**src/rtl/hyperbus_cs_ctrl_if.sv**
```systemverilog
// Handshake bundle between the HyperBus PHY transaction FSM
// and the chip-select sequencer.
interface hyperbus_cs_ctrl_if #(
  parameter int unsigned NR_CS = 2
) ();
  logic             cs_req_i;
  logic [NR_CS-1:0] cs_sel_i;
  logic             cs_release_i;
  logic             cs_ready_o;
  logic             tcsm_expire_o;
  logic             rwr_busy_o;
  logic             err_sel_o;

  modport master (
    output cs_req_i,
    output cs_sel_i,
    output cs_release_i,
    input  cs_ready_o,
    input  tcsm_expire_o,
    input  rwr_busy_o,
    input  err_sel_o
  );

  modport slave (
    input  cs_req_i,
    input  cs_sel_i,
    input  cs_release_i,
    output cs_ready_o,
    output tcsm_expire_o,
    output rwr_busy_o,
    output err_sel_o
  );
endinterface

```
**src/rtl/hyperbus_cs_ctrl.sv**
```systemverilog
// HyperBus chip-select sequencer: tCSS/tCSH/tCSM/tRWR on clk270.
// Define HYPERBUS_CS_STATS_EN to enable the trans_cnt_o counter.
module hyperbus_cs_ctrl #(
  parameter int unsigned NR_CS      = 2,
  parameter int unsigned CSS_CYCLES = 1,
  parameter int unsigned CSH_CYCLES = 1,
  parameter int unsigned TCSM_WIDTH = 12
) (
  input  logic                  clk270,
  input  logic                  rst_ni,
  hyperbus_cs_ctrl_if.slave     bus,
  input  logic [TCSM_WIDTH-1:0] cfg_tcsm_i,
  input  logic [3:0]            cfg_trwr_i,
  output logic [NR_CS-1:0]      hyper_cs_no,
  output logic [15:0]           trans_cnt_o
);

  typedef enum logic [2:0] {
    S_IDLE,
    S_SETUP,
    S_ACTIVE,
    S_HOLD,
    S_RECOVER
  } state_e;

  localparam logic [15:0] CSS_LAST = 16'(CSS_CYCLES - 1);
  localparam logic [15:0] CSH_LAST = 16'(CSH_CYCLES - 1);
  localparam logic [TCSM_WIDTH-1:0] T_ONE = TCSM_WIDTH'(1);

  state_e                state_q, state_d;
  logic [15:0]           cnt_q, cnt_d;
  logic [TCSM_WIDTH-1:0] tcsm_cnt_q, tcsm_cnt_d;
  logic [TCSM_WIDTH-1:0] tcsm_cfg_q, tcsm_cfg_d;
  logic [3:0]            trwr_q, trwr_d;
  logic [NR_CS-1:0]      cs_n_q, cs_n_d;
  logic                  pend_q, pend_d;
  logic                  ready_q, ready_d;
  logic                  expire_q, expire_d;
  logic                  busy_q, busy_d;
  logic                  err_q, err_d;
  logic                  sel_ok;
  logic                  rel_now;

  assign sel_ok = (bus.cs_sel_i != '0) &&
    ((bus.cs_sel_i & (bus.cs_sel_i - NR_CS'(1))) == '0);

  assign rel_now = pend_q | bus.cs_release_i;

  always_comb begin
    state_d    = state_q;
    cnt_d      = cnt_q;
    tcsm_cnt_d = tcsm_cnt_q;
    tcsm_cfg_d = tcsm_cfg_q;
    trwr_d     = trwr_q;
    cs_n_d     = cs_n_q;
    pend_d     = pend_q;
    ready_d    = ready_q;
    expire_d   = expire_q;
    busy_d     = busy_q;
    err_d      = 1'b0;
    unique case (state_q)
      S_IDLE: begin
        if (bus.cs_req_i) begin
          if (sel_ok) begin
            state_d    = S_SETUP;
            cs_n_d     = ~bus.cs_sel_i;
            cnt_d      = '0;
            pend_d     = 1'b0;
            tcsm_cfg_d = cfg_tcsm_i;
            trwr_d     = cfg_trwr_i;
          end else begin
            err_d = 1'b1;
          end
        end
      end
      S_SETUP: begin
        pend_d = rel_now;
        if (cnt_q == CSS_LAST) begin
          cnt_d = '0;
          if (rel_now) begin
            state_d = S_HOLD;
          end else begin
            state_d    = S_ACTIVE;
            ready_d    = 1'b1;
            tcsm_cnt_d = '0;
            expire_d   = (tcsm_cfg_q == T_ONE);
          end
        end else begin
          cnt_d = cnt_q + 16'd1;
        end
      end
      S_ACTIVE: begin
        if (bus.cs_release_i) begin
          state_d  = S_HOLD;
          cnt_d    = '0;
          ready_d  = 1'b0;
          expire_d = 1'b0;
        end else begin
          // Saturate so a very long burst never re-fires the limit.
          if (!(&tcsm_cnt_q))
            tcsm_cnt_d = tcsm_cnt_q + T_ONE;
          if ((tcsm_cfg_q != '0) &&
              (tcsm_cnt_d == tcsm_cfg_q - T_ONE))
            expire_d = 1'b1;
        end
      end
      S_HOLD: begin
        if (cnt_q == CSH_LAST) begin
          cs_n_d = '1;
          cnt_d  = '0;
          if (trwr_q != 4'd0) begin
            state_d = S_RECOVER;
            busy_d  = 1'b1;
          end else begin
            state_d = S_IDLE;
          end
        end else begin
          cnt_d = cnt_q + 16'd1;
        end
      end
      S_RECOVER: begin
        if (cnt_q == {12'd0, trwr_q} - 16'd1) begin
          state_d = S_IDLE;
          busy_d  = 1'b0;
        end else begin
          cnt_d = cnt_q + 16'd1;
        end
      end
      default: begin
        state_d = S_IDLE;
        cs_n_d  = '1;
      end
    endcase
  end

  always_ff @(posedge clk270 or negedge rst_ni) begin
    if (!rst_ni) begin
      state_q    <= S_IDLE;
      cnt_q      <= '0;
      tcsm_cnt_q <= '0;
      tcsm_cfg_q <= '0;
      trwr_q     <= '0;
      cs_n_q     <= '1;
      pend_q     <= 1'b0;
      ready_q    <= 1'b0;
      expire_q   <= 1'b0;
      busy_q     <= 1'b0;
      err_q      <= 1'b0;
    end else begin
      state_q    <= state_d;
      cnt_q      <= cnt_d;
      tcsm_cnt_q <= tcsm_cnt_d;
      tcsm_cfg_q <= tcsm_cfg_d;
      trwr_q     <= trwr_d;
      cs_n_q     <= cs_n_d;
      pend_q     <= pend_d;
      ready_q    <= ready_d;
      expire_q   <= expire_d;
      busy_q     <= busy_d;
      err_q      <= err_d;
    end
  end

  assign hyper_cs_no       = cs_n_q;
  assign bus.cs_ready_o    = ready_q;
  assign bus.tcsm_expire_o = expire_q;
  assign bus.rwr_busy_o    = busy_q;
  assign bus.err_sel_o     = err_q;

`ifdef HYPERBUS_CS_STATS_EN
  logic [15:0] trans_cnt_q, trans_cnt_d;
  logic        hold_done;

  assign hold_done = (state_q == S_HOLD) && (cnt_q == CSH_LAST);

  always_comb begin
    trans_cnt_d = trans_cnt_q;
    if (hold_done && !(&trans_cnt_q))
      trans_cnt_d = trans_cnt_q + 16'd1;
  end

  always_ff @(posedge clk270 or negedge rst_ni) begin
    if (!rst_ni) trans_cnt_q <= '0;
    else         trans_cnt_q <= trans_cnt_d;
  end

  assign trans_cnt_o = trans_cnt_q;
`else
  assign trans_cnt_o = 16'h0000;
`endif

endmodule

```
**src/flat_wrapper.sv**
```systemverilog
// flat-port wrapper written by rule: the top's interface ports become plain ports
module hyperbus_cs_ctrl_flat 
#(
  parameter int unsigned NR_CS      = 2,
  parameter int unsigned CSS_CYCLES = 1,
  parameter int unsigned CSH_CYCLES = 1,
  parameter int unsigned TCSM_WIDTH = 12
)
  (clk270, rst_ni, cfg_tcsm_i, cfg_trwr_i, hyper_cs_no, trans_cnt_o, bus_cs_req_i, bus_cs_sel_i, bus_cs_release_i, bus_cs_ready_o, bus_tcsm_expire_o, bus_rwr_busy_o, bus_err_sel_o);
  hyperbus_cs_ctrl_if #(.NR_CS(NR_CS)) bus_i ();
  input  logic clk270;
  input  logic rst_ni;
  input  logic [TCSM_WIDTH-1:0] cfg_tcsm_i;
  input  logic [3:0] cfg_trwr_i;
  output logic [NR_CS-1:0] hyper_cs_no;
  output logic [15:0] trans_cnt_o;
  input wire logic [$bits(bus_i.cs_req_i)-1:0] bus_cs_req_i;
  input wire logic [$bits(bus_i.cs_sel_i)-1:0] bus_cs_sel_i;
  input wire logic [$bits(bus_i.cs_release_i)-1:0] bus_cs_release_i;
  output wire logic [$bits(bus_i.cs_ready_o)-1:0] bus_cs_ready_o;
  output wire logic [$bits(bus_i.tcsm_expire_o)-1:0] bus_tcsm_expire_o;
  output wire logic [$bits(bus_i.rwr_busy_o)-1:0] bus_rwr_busy_o;
  output wire logic [$bits(bus_i.err_sel_o)-1:0] bus_err_sel_o;
  assign bus_i.cs_req_i = bus_cs_req_i;
  assign bus_i.cs_sel_i = bus_cs_sel_i;
  assign bus_i.cs_release_i = bus_cs_release_i;
  assign bus_cs_ready_o = bus_i.cs_ready_o;
  assign bus_tcsm_expire_o = bus_i.tcsm_expire_o;
  assign bus_rwr_busy_o = bus_i.rwr_busy_o;
  assign bus_err_sel_o = bus_i.err_sel_o;
  hyperbus_cs_ctrl #(.NR_CS(NR_CS), .CSS_CYCLES(CSS_CYCLES), .CSH_CYCLES(CSH_CYCLES), .TCSM_WIDTH(TCSM_WIDTH)) u_core (.clk270(clk270), .rst_ni(rst_ni), .bus(bus_i), .cfg_tcsm_i(cfg_tcsm_i), .cfg_trwr_i(cfg_trwr_i), .hyper_cs_no(hyper_cs_no), .trans_cnt_o(trans_cnt_o));
endmodule
```
**config.mk**
```make
export PLATFORM = sky130hd
export DESIGN_NAME = hyperbus_cs_ctrl_flat
export DESIGN_NICKNAME = d
export VERILOG_FILES = /design/src/rtl/hyperbus_cs_ctrl_if.sv /design/src/rtl/hyperbus_cs_ctrl.sv /design/src/flat_wrapper.sv
export SDC_FILE = /design/constraint.sdc
export NUM_CORES = 1
export LEC_CHECK = 0
export BUFFER_PORTS_ARGS = -buffer_cell sky130_fd_sc_hd__clkbuf_2
export CAP_MARGIN = 20
export CORE_ASPECT_RATIO = 0.7
export CORE_MARGIN = 1
export CORE_UTILIZATION = 55
export DETAILED_ROUTE_END_ITERATION = 12
export PLACE_DENSITY = 0.75
export SYNTH_ARGS = -nofsm -noshare
export SYNTH_HDL_FRONTEND = slang
export SYNTH_SLANG_ARGS = --single-unit
```
**constraint.sdc**
```tcl
create_clock -name clk270 -period 5.5 [get_ports clk270]
set_input_delay 0.825 -clock clk270 [delete_from_list [all_inputs] [get_ports clk270]]
set_output_delay 0.825 -clock clk270 [all_outputs]
set_load 0.03 [all_outputs]
```
Yosys cells after proc, flatten, opt, wreduce, memory -nomap -nowiden
Index checks and enable logic that the tools add are counted.
W data, S select, Z words.
{ "totals": {"regBits": 54, "in_bits": 22, "output_inout_bits": 22, "wordCells": 107} }
{ "op_classes": {"add_sub_neg": 5, "eq_ne": 18, "n_mux": 45, "bitwise_logic": 4, "reduce_logical": 24} }
{ "op_table": {"columns": ["op", "count"], "rows": [
  ["$mux W16", 5],
  ["$mux W12", 6],
  ["$pmux W16 S4", 1],
  ["$pmux W12 S2", 1],
  ["$mux W3", 7],
  ["$reduce_and A4 Y1", 5],
  ["$add A16 B1 Y16 const B", 1],
  ["$eq A16 B16 Y1", 1],
  ["$logic_not A16 Y1", 1],
  ["$mux W1", 16],
  ["$pmux W3 S5", 1],
  ["$add A12 B1 Y12 const B", 1],
  ["$eq A12 B1 Y1 const B", 1],
  ["$eq A12 B12 Y1", 1],
  ["$reduce_and A12 Y1", 1],
  ["$reduce_bool A12 Y1", 1],
  ["$sub A12 B1 Y12 const B", 1],
  ["$ne A2 B1 Y1 const B", 5],
  ["$ne A2 B2 Y1 const B", 5],
  ["$pmux W1 S2", 4],
  ["$reduce_bool A2 Y1", 4],
  ["$reduce_bool A4 Y1", 2],
  ["$eq A3 B2 Y1 const B", 2],
  ["$mux W2", 3],
  ["other kinds (18)", 20]
]} }

Logic depth before layout (Yosys ltp)
{ "depth": {"depth_word": 9, "mapped_depth": 10} }

Worst setup path after synthesis
OpenSTA, ideal clock, no wires.
{ "synth_path": {"kind": "register to register", "from": "register u_core.cnt_q[7]", "to": "register u_core.expire_q, in the netlist u_core.bus.tcsm_expire_o", "setup_time_ns": 0.123, "t_arrival_ns": 2.320, "slack_ns": 3.057, "path_stages_with_launch": 9, "path_buffers": 1, "synth_period_minus_slack_ns": 2.443, "path_cell_list": "dfrtp_1 buf_6 or4_4 nor4_4 nand2_2 or4_4 a21oi_2 mux2i_1 o21ai_2"} }
{ "synth_via": {"elab_chain_cells": 3} }
{ "synth_lines": {"columns": ["element", "line", "text"], "rows": [
  ["from (decl)", "hyperbus_cs_ctrl.sv:31", "logic [15:0] cnt_q, cnt_d;"],
  ["from (signal assigned)", "hyperbus_cs_ctrl.sv:151", "cnt_q <= cnt_d;"],
  ["$logic_not A16 Y1", "hyperbus_cs_ctrl.sv:78", "if (cnt_q == CSS_LAST) begin"],
  ["$ne A2 B1 Y1 (no line)", null, null],
  ["$reduce_and A4 Y1 (no line)", null, null],
  ["to (signal assigned)", "hyperbus_cs_ctrl.sv:158", "expire_q <= expire_d;"],
  ["to (decl)", "hyperbus_cs_ctrl.sv:38", "logic expire_q, expire_d;"]
]} }
No other way between the ends.
A chain may end at the register's enable or synchronous reset.

Final worst setup path
{ "layout_path": {"from": "register u_core.cnt_q[7]", "to": "register u_core.cnt_q[2]"} }
{ "layout_via": {"elab_chain_cells": 3, "elab_cells_between_ends": 6, "cone_classes": "eq/ne (2); mux (2); reduce/logical (2)"} }
{ "layout_lines": {"columns": ["element", "line"], "rows": [
  ["$eq A16 B16 Y1 or $logic_not A16 Y1 (tied branches)", "hyperbus_cs_ctrl.sv:122, hyperbus_cs_ctrl.sv:78, hyperbus_cs_ctrl.sv:108"],
  ["$ne A2 B2 Y1 (no line) or $mux W16 (tied branches)", null],
  ["$reduce_and A5 Y1 (no line) or $pmux W16 S4 (tied branches)", null]
]} }
Several ways; a longest one is shown, not always the timed one.

==> reports/metrics.cfg <==
[critical_path]
worstSetupEndpointType = flop
critPathMaxFanout = 18
arrival_ps = 3020
start_kind = flop
rr_startpoint = u_core.cnt_q[7]$_DFFE_PN0P_
r2r-end = u_core.cnt_q[2]$_DFFE_PN0P_
cp.required_ps = 5680
reg2reg_depth = 6
critPathLaunch = u_core.cnt_q[7]$_DFFE_PN0P_
ff2ff_setup_slack_ps = 2670
critPathKind = reg2reg
endpoint = u_core.cnt_q[2]$_DFFE_PN0P_

[cts]
clockRootBuffer = clkbuf_8
worstSkewPairLatency_ps = 310
cts_tree = done
cts_setup_buffers = 0
hold_buffers = 0
cts_buffers = 5
clk_pin_slew_ps = 100
cts_resized = 0
cts_buffer_depth = 2
cts.htree.levels = 2
clock-sinks = 54

[floorplan]
die_width_um = 97.5
io_pins = 44
core_area_um2 = 5930
rows = 23
die_area_um2 = 6710
die_y_um = 68.9
start_util_pct = 59.2

[hold_path]
min_path_type = reg2reg

[routing]
ant_nets = 0
met2_length_mm = 2.96
met3WireLength_um = 942
wirelength_mm = 8.07
drc_errors = 0
num_vias = 3080
drtIter0Drc = 383
m1WireLength_mm = 4.07
top_layer_used = met4
wl_per_cell_um = 16.5
vias_per_cell = 6.29
first_pass_iters = 5

[place]
place.gp.congestion = 0.867
portBuffers = 27
dp_hpwl_mm = 5.96
placed_cell_area_um2 = 3630
place_ws_ps = 2690

[power_and_ir_drop]
total_power_w = 0.00164
clock_power_share_pct = 14.0
peakVddDrop_uv = 219
powerDensity_nw_per_um2 = 442
seqPwrFrac_pct = 40.6
p_comb_share_pct = 45.4
p_sw_w = 0.000715
switching_share_pct = 43.5
leakagePower_nw = 1.56
p_int_w = 0.000929

[final_layout]
utilization_pct = 62.7
area_delta_synth_final_pct = 5.84
nets = 443
layout-drive-gt1-share_pct = 16.9
design_area_um2 = 3720
antenna_cells = 0

[global_route]
grt_max_degree = 55
grt.total_usage_pct = 25.4
grt_pass1_wl_mm = 13.1
antenna_found_initial = 0
grt_pass1_vias = 2577
grt-ovfl-total = 0

[synth]
postSynthAreaPerCell_um2 = 8.94
syn_area_um2 = 3510
synth_edf_count = 0
synth_ff_type = dfrtp_1
synth_seq_cells = 54
async_flop_share_pct = 100
yosys_warnings = 0
ys_seq_area_share_pct = 38.5
synthCells = 393
netlist-cell-type-count = 57

[timing]
clock_skew_ps = 12.4
fin_ws_ps = 2670
min_period_over_period_pct = 51.5
maxSlewHeadroom_pct = 49.8
fin_tns_setup_ps = 0
clock.fmax_mhz = 353
setup_viol = 0
hold_viol = 0
drv_slew = 0
tightest_slew_ps = 751
rsz0062_at_grt = no
period_minus_slack_ps = 2830

[run_status]
status = completed

[run]
drv_cap = 0

cell families (layout without fill, tap and decap cells):
family                     count (synthesis)  after routing  synth area share [%]
and+or+nand+nor                          148            148                  22.2
AOI/OAI and AO/OA                         95             95                  17.2
DFF                                       54             54                  38.5
muxes                                     20             20                  6.31
other                                      1             16                 0.107
buffers and inverters                     42             49                  6.66
adders and majority gates                  7              7                  2.49
xor gates and xnor gates                  26             26                  6.48
final cells by class:
| type | count | area, um^2 |
|---|---|---|
| Clock buffer | 8 | 90.1 |
| Multi-Input combinational cell | 312 | 1980 |
| Tap cell | 75 | 93.8 |
| Timing Repair Buffer | 30 | 158 |
| Sequential cell | 54 | 1350 |
| Fill cell | 510 | 2210 |
| Inverter | 11 | 41.3 |
layer usage:
metal | GRT usage [%] | vias to the layer above
li1 | - | 1432
met1 | 42.2 | 1428
met2 | 32.5 | 210
met3 | 4.03 | 10
met4 | 7.17 | 0
met5 | 0 | -
cell usage in the layout, fill, tap and decap left out, types with 3 or more instances in the layout:
cell,instances
a21oi_1,18
a31oi_1,7
and2_1,3
and3_1,4
buf_4,3
clkbuf_2,27
clkbuf_8,6
conb_1,16
dfrtp_1,52
ha_1,7
inv_1,11
mux2_2,17
mux2i_1,3
nand2_1,34
nand2b_1,5
nand3_1,15
nand4_1,4
nor2_1,33
nor2b_1,4
nor3_1,13
nor4_1,7
o211ai_1,6
o21ai_0,33
o31ai_1,8
o41ai_1,4
or2_2,3
or3_1,5
or4_1,4
xnor2_1,16
xor2_1,10
cell usage after synthesis (all sizes together) (3+ instances only):
cell type   n  area, um^2
a21oi      20         108
o41ai       4        35.0
nor4        9        77.6
nor2       33         124
o21ai      34         174
nand3      15        75.1
mux2i       3        30.0
inv        11        41.3
xnor2      16         140
xor2       10        87.6
and3        4        25.0
nor3       14        75.1
buf        22         159
nor2b       4        25.0
ha          7        87.6
a31oi       7        43.8
o31ai       8        60.1
mux2       17         191
dfrtp      52        1300
nand4       4        25.0
or2         3        18.8
nand2      35         134
clkbuf      9        33.8
o211ai      6        45.0
or4         6        52.6
or3         5        31.3
nand2b      5        31.3
and2        3        18.8
through the flow:
step / hold slack (ps) / cells
after floorplan: 450 / 408
final: 502 / 490
after global routing: 517 / 490
after CTS: 499 / 490
after global placement: 474 / 481
after detailed placement: 480 / 482
critical path, stage by stage (launching register included):
cell and delay (ps):
dfrtp_1 490, or4_4 590, nor4_4 390, nor2_1 90, a21oi_2 600, or2_2 400
o21ai_0 130
power by group through the flow:
stage	clock network, W	registers, W	logic (W)
6_report	0.000230	0.000668	0.000746
5_1_grt	0.000251	0.000682	0.000824
4_1_cts	0.000236	0.000662	0.000741
3_5_place_dp	0	0.000670	0.000738
3_3_place_gp	0	0.000658	0.000716
2_1_floorplan	0	0.000630	0.000603
worst min-delay path by stage:
stage,depth (start not counted),slack (ps),endpoint,start
after detailed placement,1,480,u_core.cnt_q[12]$_DFFE_PN0P_,u_core.cnt_q[12]$_DFFE_PN0P_
after CTS,1,500,u_core.cnt_q[12]$_DFFE_PN0P_,u_core.cnt_q[12]$_DFFE_PN0P_
final,1,500,u_core.cnt_q[12]$_DFFE_PN0P_,u_core.cnt_q[12]$_DFFE_PN0P_
after floorplan,1,450,u_core.cnt_q[12]$_DFFE_PN0P_,u_core.cnt_q[12]$_DFFE_PN0P_
after global routing,1,520,u_core.cnt_q[12]$_DFFE_PN0P_,u_core.cnt_q[12]$_DFFE_PN0P_
after global placement,1,470,u_core.cnt_q[12]$_DFFE_PN0P_,u_core.cnt_q[12]$_DFFE_PN0P_
registers in the layout, summed over array words and instances (netlist names):
signal / count
u_core.trwr_q: 4
u_core.bus.cs_ready_o: 1
u_core.pend_q: 1
u_core.bus.tcsm_expire_o: 1
u_core.tcsm_cfg_q: 12
u_core.state_q: 3
u_core.cnt_q: 16
u_core.hyper_cs_no: 2
u_core.bus.err_sel_o: 1
u_core.bus.rwr_busy_o: 1
u_core.tcsm_cnt_q: 12
No activity file was read; power rests on OpenSTA's default activity.
